===== config.mk =====
export PLATFORM = sky130hd
export DESIGN_NAME = light_hash_ctrl
export DESIGN_NICKNAME = d
export VERILOG_FILES = /design/src/rtl/light_hash_pkg.sv /design/src/rtl/light_hash_round.sv /design/src/rtl/light_hash_ctrl.sv
export SDC_FILE = /design/constraint.sdc
export NUM_CORES = 2
export LEC_CHECK = 0
export CORE_ASPECT_RATIO = 1.1
export CORE_UTILIZATION = 40
export CTS_BUF_LIST = sky130_fd_sc_hd__clkbuf_16
export CTS_CLUSTER_SIZE = 20
export DETAILED_ROUTE_END_ITERATION = 10
export GPL_ROUTABILITY_DRIVEN = 0
export HOLD_SLACK_MARGIN = 0.1
export SETUP_SLACK_MARGIN = 0.1
export SLEW_MARGIN = 20
export SYNTH_ARGS = -nofsm -noshare
export SYNTH_HDL_FRONTEND = slang
export SYNTH_SLANG_ARGS = --single-unit

===== constraint.sdc =====
create_clock -name clk -period 42.6 [get_ports clk]
set_clock_uncertainty 0.05 [all_clocks]
set_input_delay 10.65 -clock clk [delete_from_list [all_inputs] [get_ports clk]]
set_output_delay 10.65 -clock clk [all_outputs]
set_load 0.05 [all_outputs]

===== src/rtl/light_hash_pkg.sv =====
// ============================================================================
// Module  : light_hash_pkg
// Brief   : Shared types, constants and byte functions for the light-hash core.
// Revision: 1.0 - initial release
// ============================================================================
`default_nettype none

package light_hash_pkg;

    typedef enum logic [1:0] {
        IDLE  = 2'd0,
        ROUND = 2'd1,
        FLUSH = 2'd2
    } state_t;

    localparam logic [63:0] IV_DEFAULT = 64'h34550F14DAC02BEE;

    localparam logic [7:0] C_DIGIT_LO = 8'h30;
    localparam logic [7:0] C_DIGIT_HI = 8'h39;
    localparam logic [7:0] C_UPPER_LO = 8'h41;
    localparam logic [7:0] C_UPPER_HI = 8'h5A;
    localparam logic [7:0] C_LOWER_LO = 8'h61;
    localparam logic [7:0] C_LOWER_HI = 8'h7A;

    function automatic logic is_alnum(input logic [7:0] ch);
        return ((ch >= C_DIGIT_LO) && (ch <= C_DIGIT_HI)) ||
               ((ch >= C_UPPER_LO) && (ch <= C_UPPER_HI)) ||
               ((ch >= C_LOWER_LO) && (ch <= C_LOWER_HI));
    endfunction

    // GF(2^8) multiply modulo x^8+x^4+x^3+x+1
    function automatic logic [7:0] gf_mul(input logic [7:0] a, input logic [7:0] b);
        logic [7:0] p;
        logic [7:0] aa;
        p  = 8'h00;
        aa = a;
        for (int k = 0; k < 8; k++) begin
            if (b[k]) p = p ^ aa;
            aa = aa[7] ? ((aa << 1) ^ 8'h1B) : (aa << 1);
        end
        return p;
    endfunction

    // Inverse as x^254 (0 maps to 0), then the AES affine transform
    function automatic logic [7:0] aes128_sbox(input logic [7:0] x);
        logic [7:0] sq;
        logic [7:0] inv;
        sq  = x;
        inv = 8'h01;
        for (int k = 1; k < 8; k++) begin
            sq  = gf_mul(sq, sq);
            inv = gf_mul(inv, sq);
        end
        return inv ^ {inv[6:0], inv[7]} ^ {inv[5:0], inv[7:6]} ^
               {inv[4:0], inv[7:5]} ^ {inv[3:0], inv[7:4]} ^ 8'h63;
    endfunction

endpackage

`default_nettype wire


===== src/rtl/light_hash_round.sv =====
// ============================================================================
// Module  : light_hash_round
// Brief   : One combinational light-hash round: chain of eight S-box updates.
// Revision: 1.0 - initial release
// ============================================================================
`default_nettype none

module light_hash_round
    import light_hash_pkg::*;
(
    input  logic [63:0] h_in,
    input  logic [7:0]  m,
    output logic [63:0] h_out
);

    logic [7:0] w_b [8];

    // Bytes update in order, so bytes 6 and 7 read the already-updated 0 and 1
    always_comb begin
        for (int i = 0; i < 8; i++) begin
            w_b[i] = h_in[63-8*i -: 8];
        end
        for (int i = 0; i < 8; i++) begin
            w_b[i] = aes128_sbox(8'((w_b[(i+2)%8] ^ m) << i));
        end
        h_out = 64'h0;
        for (int i = 0; i < 8; i++) begin
            h_out[63-8*i -: 8] = w_b[i];
        end
    end

endmodule

`default_nettype wire


===== src/rtl/light_hash_ctrl.sv =====
// ============================================================================
// Module  : light_hash_ctrl
// Brief   : Message sequencer: absorbs alphanumeric chars, publishes digest.
// Revision: 1.0 - initial release
// ============================================================================
`default_nettype none

module light_hash_ctrl
    import light_hash_pkg::*;
#(
    parameter int unsigned ROUNDS = 32,
    parameter logic [63:0] IV     = IV_DEFAULT
) (
    input  logic        clk,
    input  logic        rst_n,
    input  logic [7:0]  ptxt_char,
    input  logic        ptxt_last,
    input  logic        ptxt_valid,
    output logic        ptxt_ready,
    output logic        busy,
    output logic [63:0] digest,
    output logic        digest_valid,
    output logic        err_invalid_ptxt_char
);

    localparam logic [7:0] C_LAST_ROUND = 8'(ROUNDS - 1);

    state_t      r_state;
    state_t      w_state_next;
    logic [63:0] r_h;
    logic [7:0]  r_m;
    logic        r_last;
    logic [7:0]  r_cnt;
    logic [63:0] r_digest;
    logic        r_digest_valid;
    logic        r_err;

    logic [63:0] w_round_out;
    logic        w_accept;
    logic        w_char_ok;
    logic        w_final_round;

    assign ptxt_ready            = (r_state == IDLE) || (r_state == FLUSH);
    assign busy                  = (r_state == ROUND);
    assign w_accept              = ptxt_valid && ptxt_ready;
    assign w_char_ok             = is_alnum(ptxt_char);
    assign w_final_round         = (r_cnt == C_LAST_ROUND);
    assign digest                = r_digest;
    assign digest_valid          = r_digest_valid;
    assign err_invalid_ptxt_char = r_err;

    light_hash_round u_round (
        .h_in  (r_h),
        .m     (r_m),
        .h_out (w_round_out)
    );

    always_ff @(posedge clk or negedge rst_n) begin
        if (!rst_n) r_state <= IDLE;
        else        r_state <= w_state_next;
    end

    always_comb begin
        w_state_next = r_state;
        unique case (r_state)
            IDLE: begin
                if (w_accept) begin
                    if (w_char_ok)      w_state_next = ROUND;
                    else if (ptxt_last) w_state_next = IDLE;
                    else                w_state_next = FLUSH;
                end
            end
            ROUND: begin
                if (w_final_round) w_state_next = IDLE;
            end
            FLUSH: begin
                if (w_accept && ptxt_last) w_state_next = IDLE;
            end
            default: w_state_next = IDLE;
        endcase
    end

    always_ff @(posedge clk or negedge rst_n) begin
        if (!rst_n) begin
            r_h            <= IV;
            r_m            <= 8'h00;
            r_last         <= 1'b0;
            r_cnt          <= 8'h00;
            r_digest       <= 64'h0;
            r_digest_valid <= 1'b0;
            r_err          <= 1'b0;
        end else begin
            r_digest_valid <= 1'b0;
            r_err          <= 1'b0;
            case (r_state)
                IDLE: begin
                    if (w_accept) begin
                        if (w_char_ok) begin
                            r_m    <= ptxt_char;
                            r_last <= ptxt_last;
                            r_cnt  <= 8'h00;
                        end else begin
                            // A bad char poisons the whole message; restart from IV
                            r_err <= 1'b1;
                            r_h   <= IV;
                        end
                    end
                end
                ROUND: begin
                    r_cnt <= r_cnt + 8'd1;
                    if (w_final_round && r_last) begin
                        r_digest       <= w_round_out;
                        r_digest_valid <= 1'b1;
                        r_h            <= IV;
                    end else begin
                        r_h <= w_round_out;
                    end
                end
                default: ;
            endcase
        end
    end

endmodule

`default_nettype wire


---- After elaboration in Yosys (flattened, before gate mapping) ----
Index checks and enable logic that the tools add are counted.
storage, ports and cells
  bits in registers ....................... 133
  input port bits ......................... 12
cells by class
  add/subtract/negate cells ............... 1
  $lt $le $gt $ge ......................... 6
  equality and inequality tests ........... 8
  muxes and demuxes ....................... 1614
  bitwise operators ....................... 1528
  reductions and logical operators ........ 16
operator list
  operator                                                           number
  2-to-1 mux 8 bit                                                   814
  bitwise XOR 8 bit                                                  733
  2-to-1 mux 5 bit                                                   736
  inverter 4 bit                                                     732
  2-to-1 mux 48 bit                                                  3
  case mux 48 bit (2 select lines)                                   1
  2-to-1 mux 7 bit                                                   8
  inverter 1 bit, first input constant                               56
  2-to-1 mux 6 bit                                                   8
  2-to-1 mux 4 bit                                                   8
  2-to-1 mux 2 bit                                                   13
  2-to-1 mux 3 bit                                                   8
  greater-or-equal comparator 8 x 7 -> 1 bit, second input constant  2
  less-or-equal comparator 8 x 7 -> 1 bit, second input constant     2
  case mux 8 bit (2 select lines)                                    1
  2-to-1 mux 1 bit                                                   13
  AND reduction 3 bit                                                4
  adder 8 x 1 -> 8 bit, second input constant                        1
  equality test 8 x 5 -> 1 bit, second input constant                1
  greater-or-equal comparator 8 x 6 -> 1 bit, second input constant  1
  less-or-equal comparator 8 x 6 -> 1 bit, second input constant     1
  bitwise XOR 7 bit                                                  1
  logical AND 1 bit                                                  6
  != test 2 bit, second input constant                               3
  14 further kinds                                                   17

---- Depth between registers and ports, before layout ----
  depth in word-level cells ............... 267
  gate-level depth with buffers ........... 69
  gate-level depth less buffers ........... 58

---- By module ----
A second synthesis with hierarchy kept.
second synthesis, totals
  cell total of the unflattened synthesis .. 9456
  area, all modules ....................... 74850.5 µm²
modules (own cells, without submodules)
  module            times used  cells an instance  area each (µm²)
  light_hash_round  1           9087               69211.4
  light_hash_ctrl   1           369                5639.2

---- Least setup slack after synthesis ----
OpenSTA, ideal clock, no wires.
  path type ............................... reg2reg
  from .................................... reg r_m[3]
  to ...................................... reg r_digest[26] (netlist: digest[26])
  library setup time ...................... 0.125 ns
  arrival time ............................ 15.894 ns
  required time ........................... 42.425 ns
  setup slack ............................. 26.532 ns
  cell stages (with the launch flop) ...... 63
  path buffers ............................ 9
  cell sequence ........................... dfrtp_1 buf_12 xor2_2 inv_4 buf_6 clkbuf_1 clkbuf_1 clkbuf_1 clkbuf_1 buf_1 ha_1 inv_1 nor2_1 o21ai_0 xnor2_1 ha_1 buf_1 clkbuf_1 [... 27 more ...] xor2_2 xnor2_2 xor2_1 xor2_1 nor2_1 xnor2_1 xnor2_1 xnor2_1 xnor2_1 nand2_1 xnor2_1 xnor2_1 xnor2_1 xor2_1 xnor2_1 xnor2_1 xnor2_1 mux2_2
between the ends
  cells in the longest elaborated chain, start to end .. 122
ends and longest elaborated chain
  item                                                                        line                                        RTL
  start, declared                                                             light_hash_ctrl.sv:31                       logic [7:0] r_m;
  start signal, assigned                                                      light_hash_ctrl.sv:99                       r_m <= ptxt_char;
  bitwise XOR 4 bit *                                                         light_hash_round.sv:24                      w_b[i] = aes128_sbox(8'((w_b[(i+2)%8] ^ m) << i));
  2-to-1 mux 5 bit                                                            light_hash_pkg.sv:39                        aa = aa[7] ? ((aa << 1) ^ 8'h1B) : (aa << 1);
  inverter 4 bit (no source line)                                             n/a
  2-to-1 mux 5 bit (2 in a row)                                               light_hash_pkg.sv:39
  inverter 4 bit (no source line)                                             n/a
  2-to-1 mux 5 bit                                                            light_hash_pkg.sv:39
  inverter 4 bit (no source line) / 2-to-1 mux 8 bit (equally long branches)  n/a
  2-to-1 mux 5 bit / bitwise XOR 8 bit (equally long branches)                light_hash_pkg.sv:39, light_hash_pkg.sv:38
  [... 103 more ...]                                                          n/a
  bitwise XOR 8 bit                                                           light_hash_pkg.sv:38                        if (b[k]) p = p ^ aa;
  2-to-1 mux 8 bit                                                            light_hash_pkg.sv:38
  bitwise XOR 8 bit                                                           light_hash_pkg.sv:38
  2-to-1 mux 8 bit                                                            light_hash_pkg.sv:38
  bitwise XOR 8 bit                                                           light_hash_pkg.sv:38
  2-to-1 mux 8 bit *                                                          light_hash_pkg.sv:38
  bitwise XOR 8 bit (3 in a row)                                              light_hash_pkg.sv:54                        return inv ^ {inv[6:0], inv[7]} ^ {inv[5:0], inv[7:6]} ^
  bitwise XOR 8 bit *                                                         light_hash_pkg.sv:55                        {inv[4:0], inv[7:5]} ^ {inv[3:0], inv[7:4]} ^ 8'h63;
  end signal, assigned                                                        light_hash_ctrl.sv:112                      r_digest <= w_round_out;
  end, declared                                                               light_hash_ctrl.sv:34                       logic [63:0] r_digest;
Every way passes the cells marked *; elsewhere a longest branch is shown, timed or not.
A chain may end at the register's enable or synchronous reset.

---- Worst setup path in the final report ----
  from .................................... reg r_h[47]
  to ...................................... reg r_digest[13] (netlist: digest[13])
between the ends
  cells in the longest elaborated chain, start to end .. 250
ends and longest elaborated chain
  item                                                         line                                        RTL
  start, declared                                              light_hash_ctrl.sv:30                       logic [63:0] r_h;
  start signal, assigned                                       light_hash_ctrl.sv:116                      r_h <= w_round_out;
  bitwise XOR 8 bit *                                          light_hash_round.sv:24
  2-to-1 mux 5 bit / 2-to-1 mux 8 bit (equally long branches)  light_hash_pkg.sv:39, light_hash_pkg.sv:38
  bitwise XOR 8 bit                                            light_hash_pkg.sv:38
  2-to-1 mux 8 bit                                             light_hash_pkg.sv:38
  bitwise XOR 8 bit                                            light_hash_pkg.sv:38
  2-to-1 mux 8 bit                                             light_hash_pkg.sv:38
  bitwise XOR 8 bit                                            light_hash_pkg.sv:38
  2-to-1 mux 8 bit                                             light_hash_pkg.sv:38
  [... 232 more ...]                                           n/a
  2-to-1 mux 8 bit                                             light_hash_pkg.sv:38
  bitwise XOR 8 bit                                            light_hash_pkg.sv:38
  2-to-1 mux 8 bit                                             light_hash_pkg.sv:38
  bitwise XOR 8 bit                                            light_hash_pkg.sv:38
  2-to-1 mux 8 bit *                                           light_hash_pkg.sv:38
  bitwise XOR 8 bit (3 in a row)                               light_hash_pkg.sv:54
  bitwise XOR 8 bit *                                          light_hash_pkg.sv:55
  inverter 4 bit (no source line) *                            n/a
Marks and branches as above.

==> metrics.yaml <==
clocking:
  cts_hold_buf: 0
  cts_tree: "built"
  ctsHtreeMaxLevel: 3
  cts_sinks: 112
  post_cts_buffers: 0
  ctsResizeCount: 0
  clk_latency_ps: 440
  clk_pin_slew_ps: 110
  cts_buffers: 9
  cts.path.max_buffers: 2
  cts-root-buf: "clkbuf_16"
synthesis:
  synthFlopType: "dfrtp_1"
  netlist.top_cell.by_area: "xnor2_1"
  netlist_top_cells_area: "xnor2_1 26%, xor2_1 7.5%, nor2_1 7.0%"
  ys_warn_count: 0
  synth-seq-area-share: 0.0389
  synth_edf_count: 0
  syn_area_um2: 72600
  synthArstFlopShare: 1.00
  syn_nets: 9751
  ys_types: 142
  postSynthCellCount: 9690
  ys_ff_latch: 112
  syn-mean-instance-area_um2: 7.49
  yosys.area.top_type_share: 0.258
detailed_routing:
  via_count: 66900
  viasPerCell: 5.65
  dr.pass1.iters: 8
  ant_nets: 0
  wl_per_cell_um: 18.5
  drcViolationCount: 0
  routed_wl_mm: 219
  first_iter_violations: 5971
outcome:
  outcome: "finished, final reports clean"
global_routing:
  overflow: 0
  antenna_found_initial: 2
  grt_pass1_wl_mm: 352
  gr-usage-all-layers: 0.229
  grt_start_max_net_pins: 76
  grt_pass1_vias: 63400
sta:
  worst_pin_slew_ps: 1120
  hold_violations: 0
  slew_headroom: 0.247
  slew_viol_final: 0
  finalCritPeriodShare: 0.477
  rsz0062_at_grt: "false"
  fin_crit_ps: 20330
  setup_tns_ps: 0
  fmax_mhz: 49.2
  final-setup-viol-count: 0
critical_path:
  crit_slowest_cell: "xnor3_1"
  crit_path_end_kind: "flop"
  crit_path_max_incr_delay_ps: 980
  critical_path.max_fanout: 22
  startpoint_type: "flop"
  crit_type: "flop to flop"
  cp_common_cell: "xnor2_1"
  worstReg2RegStart: "r_h[47]"
  reg2reg_to: "digest[13]"
  ff2ff_setup_slack_ps: 22270
  r2r_cells: 52
  required_ps: 42850
  arrival_ps: 20580
job:
  cap_violations: 0
min_path:
  min_to: "digest[23]"
  hp-start: "digest[23]"
  hold_path_class: "flop to flop"
  min_path_cells: 2
die:
  ios: 80
  die_w_um: 408
  std_cell_rows: 163
  start_util: 0.404
  die_h_um: 449
  core_um2: 180000
  dieArea_um2: 183000
place:
  hpwl_mm: 160
  placement.io_buffers: 78
cells_and_area:
  syn_to_final_growth_pct: 4.25
  layout-drive-gt1-share: 0.0864
  nets: 9502
[worst max-delay path, delay by kind of cell, from the launching register on]
kind,cells,cell delay (ps)
AOI/OAI and AO/OA,4,700
xor gates and xnor gates,34,14330
adders and majority gates,4,2140
buffers and inverters,3,1410
DFF,1,430
muxes,2,470
and+or+nand+nor,5,600
[per-stage QoR]
stage / worst slack (ps) / cells / cell area, um^2 / utilization / hold slack (ps)
after floorplan: 26530 / 9690 / 72600 / - / 410
after global placement: 22450 / 11800 / 75300 / 0.418 / 415
after detailed placement: 22450 / 11800 / 75300 / 0.419 / 424
after CTS: 22320 / 11800 / 75600 / 0.420 / 450
after global routing: 20940 / 11800 / 75700 / 0.421 / 477
final: 22270 / 11800 / 75700 / 0.421 / 443
[state kept, by name, summed over array words and instances (netlist names)]
register	count
err_invalid_ptxt_char	1
digest_valid	1
digest	58
r_state	2
r_last	1
r_m	8
r_h	33
r_cnt	8
[area by class of cell]
type                       instances  area (um^2)
fill                           18300       104000
antenna                            2         5.00
clock buffer                       9          225
inverter                         142          536
multi-input combinational       8830        66200
sequential                       112         2820
tap                             2392         2990
timing repair buffer             346         2800
clock inverter                     7          104
[logic make-up after synthesis]
family / share of synthesized area
buffers and inverters: 0.0562
adders and majority gates: 0.00927
muxes: 0.0381
xor gates and xnor gates: 0.495
and+or+nand+nor: 0.193
other: 0.0000517
AOI/OAI and AO/OA: 0.169
DFF: 0.0388
[worst max-delay path by stage]
stage             from  slack, ps  cells past startpoint          to
3_3_place_gp   r_h[47]      22450                     52  digest[13]
5_1_grt        r_h[47]      20940                     58  digest[13]
4_1_cts        r_h[47]      22320                     52  digest[13]
6_report       r_h[47]      22270                     52  digest[13]
3_5_place_dp   r_h[47]      22450                     52  digest[13]
2_1_floorplan   r_m[3]      26530                     62  digest[26]
[synthesized netlist by cell type (all sizes together), types with 49 or more instances]
cell    count
and2       50
mux2       57
o211ai     70
a211oi     77
a22oi      83
xnor3     289
a21oi     516
o22ai     144
or3        50
nand3     185
clkbuf    386
xnor2    2291
a31oi      63
xor3       54
o21ai     495
inv       122
mux2i     203
nand2b     70
nor2     1371
ha         49
nor3      215
dfrtp      98
nand2    1105
nor2b      94
xor2      678
buf       219
[routing by layer]
metal  part of all wire  GRT usage
met5           0.000037          0
met4              0.027     0.0679
met3              0.056     0.0220
met2               0.47      0.382
met1               0.45      0.311
[cell usage in the layout, fill, tap and decap left out, drive strengths merged, types with 83 or more instances in the layout]
master | Yosys | final
nor2 | 1371 | 1371
xnor2 | 2291 | 2291
xnor3 | 289 | 289
inv | 122 | 128
nand2 | 1105 | 1105
o22ai | 144 | 144
nor3 | 215 | 215
o21ai | 495 | 495
buf | 219 | 269
mux2i | 203 | 203
xor2 | 678 | 678
a21oi | 516 | 516
a22oi | 83 | 83
nor2b | 94 | 94
nand3 | 185 | 185
dfrtp | 98 | 98
Power is not shown: default switching activity piles up to over one toggle a cycle in this logic, so the estimate is an artifact.
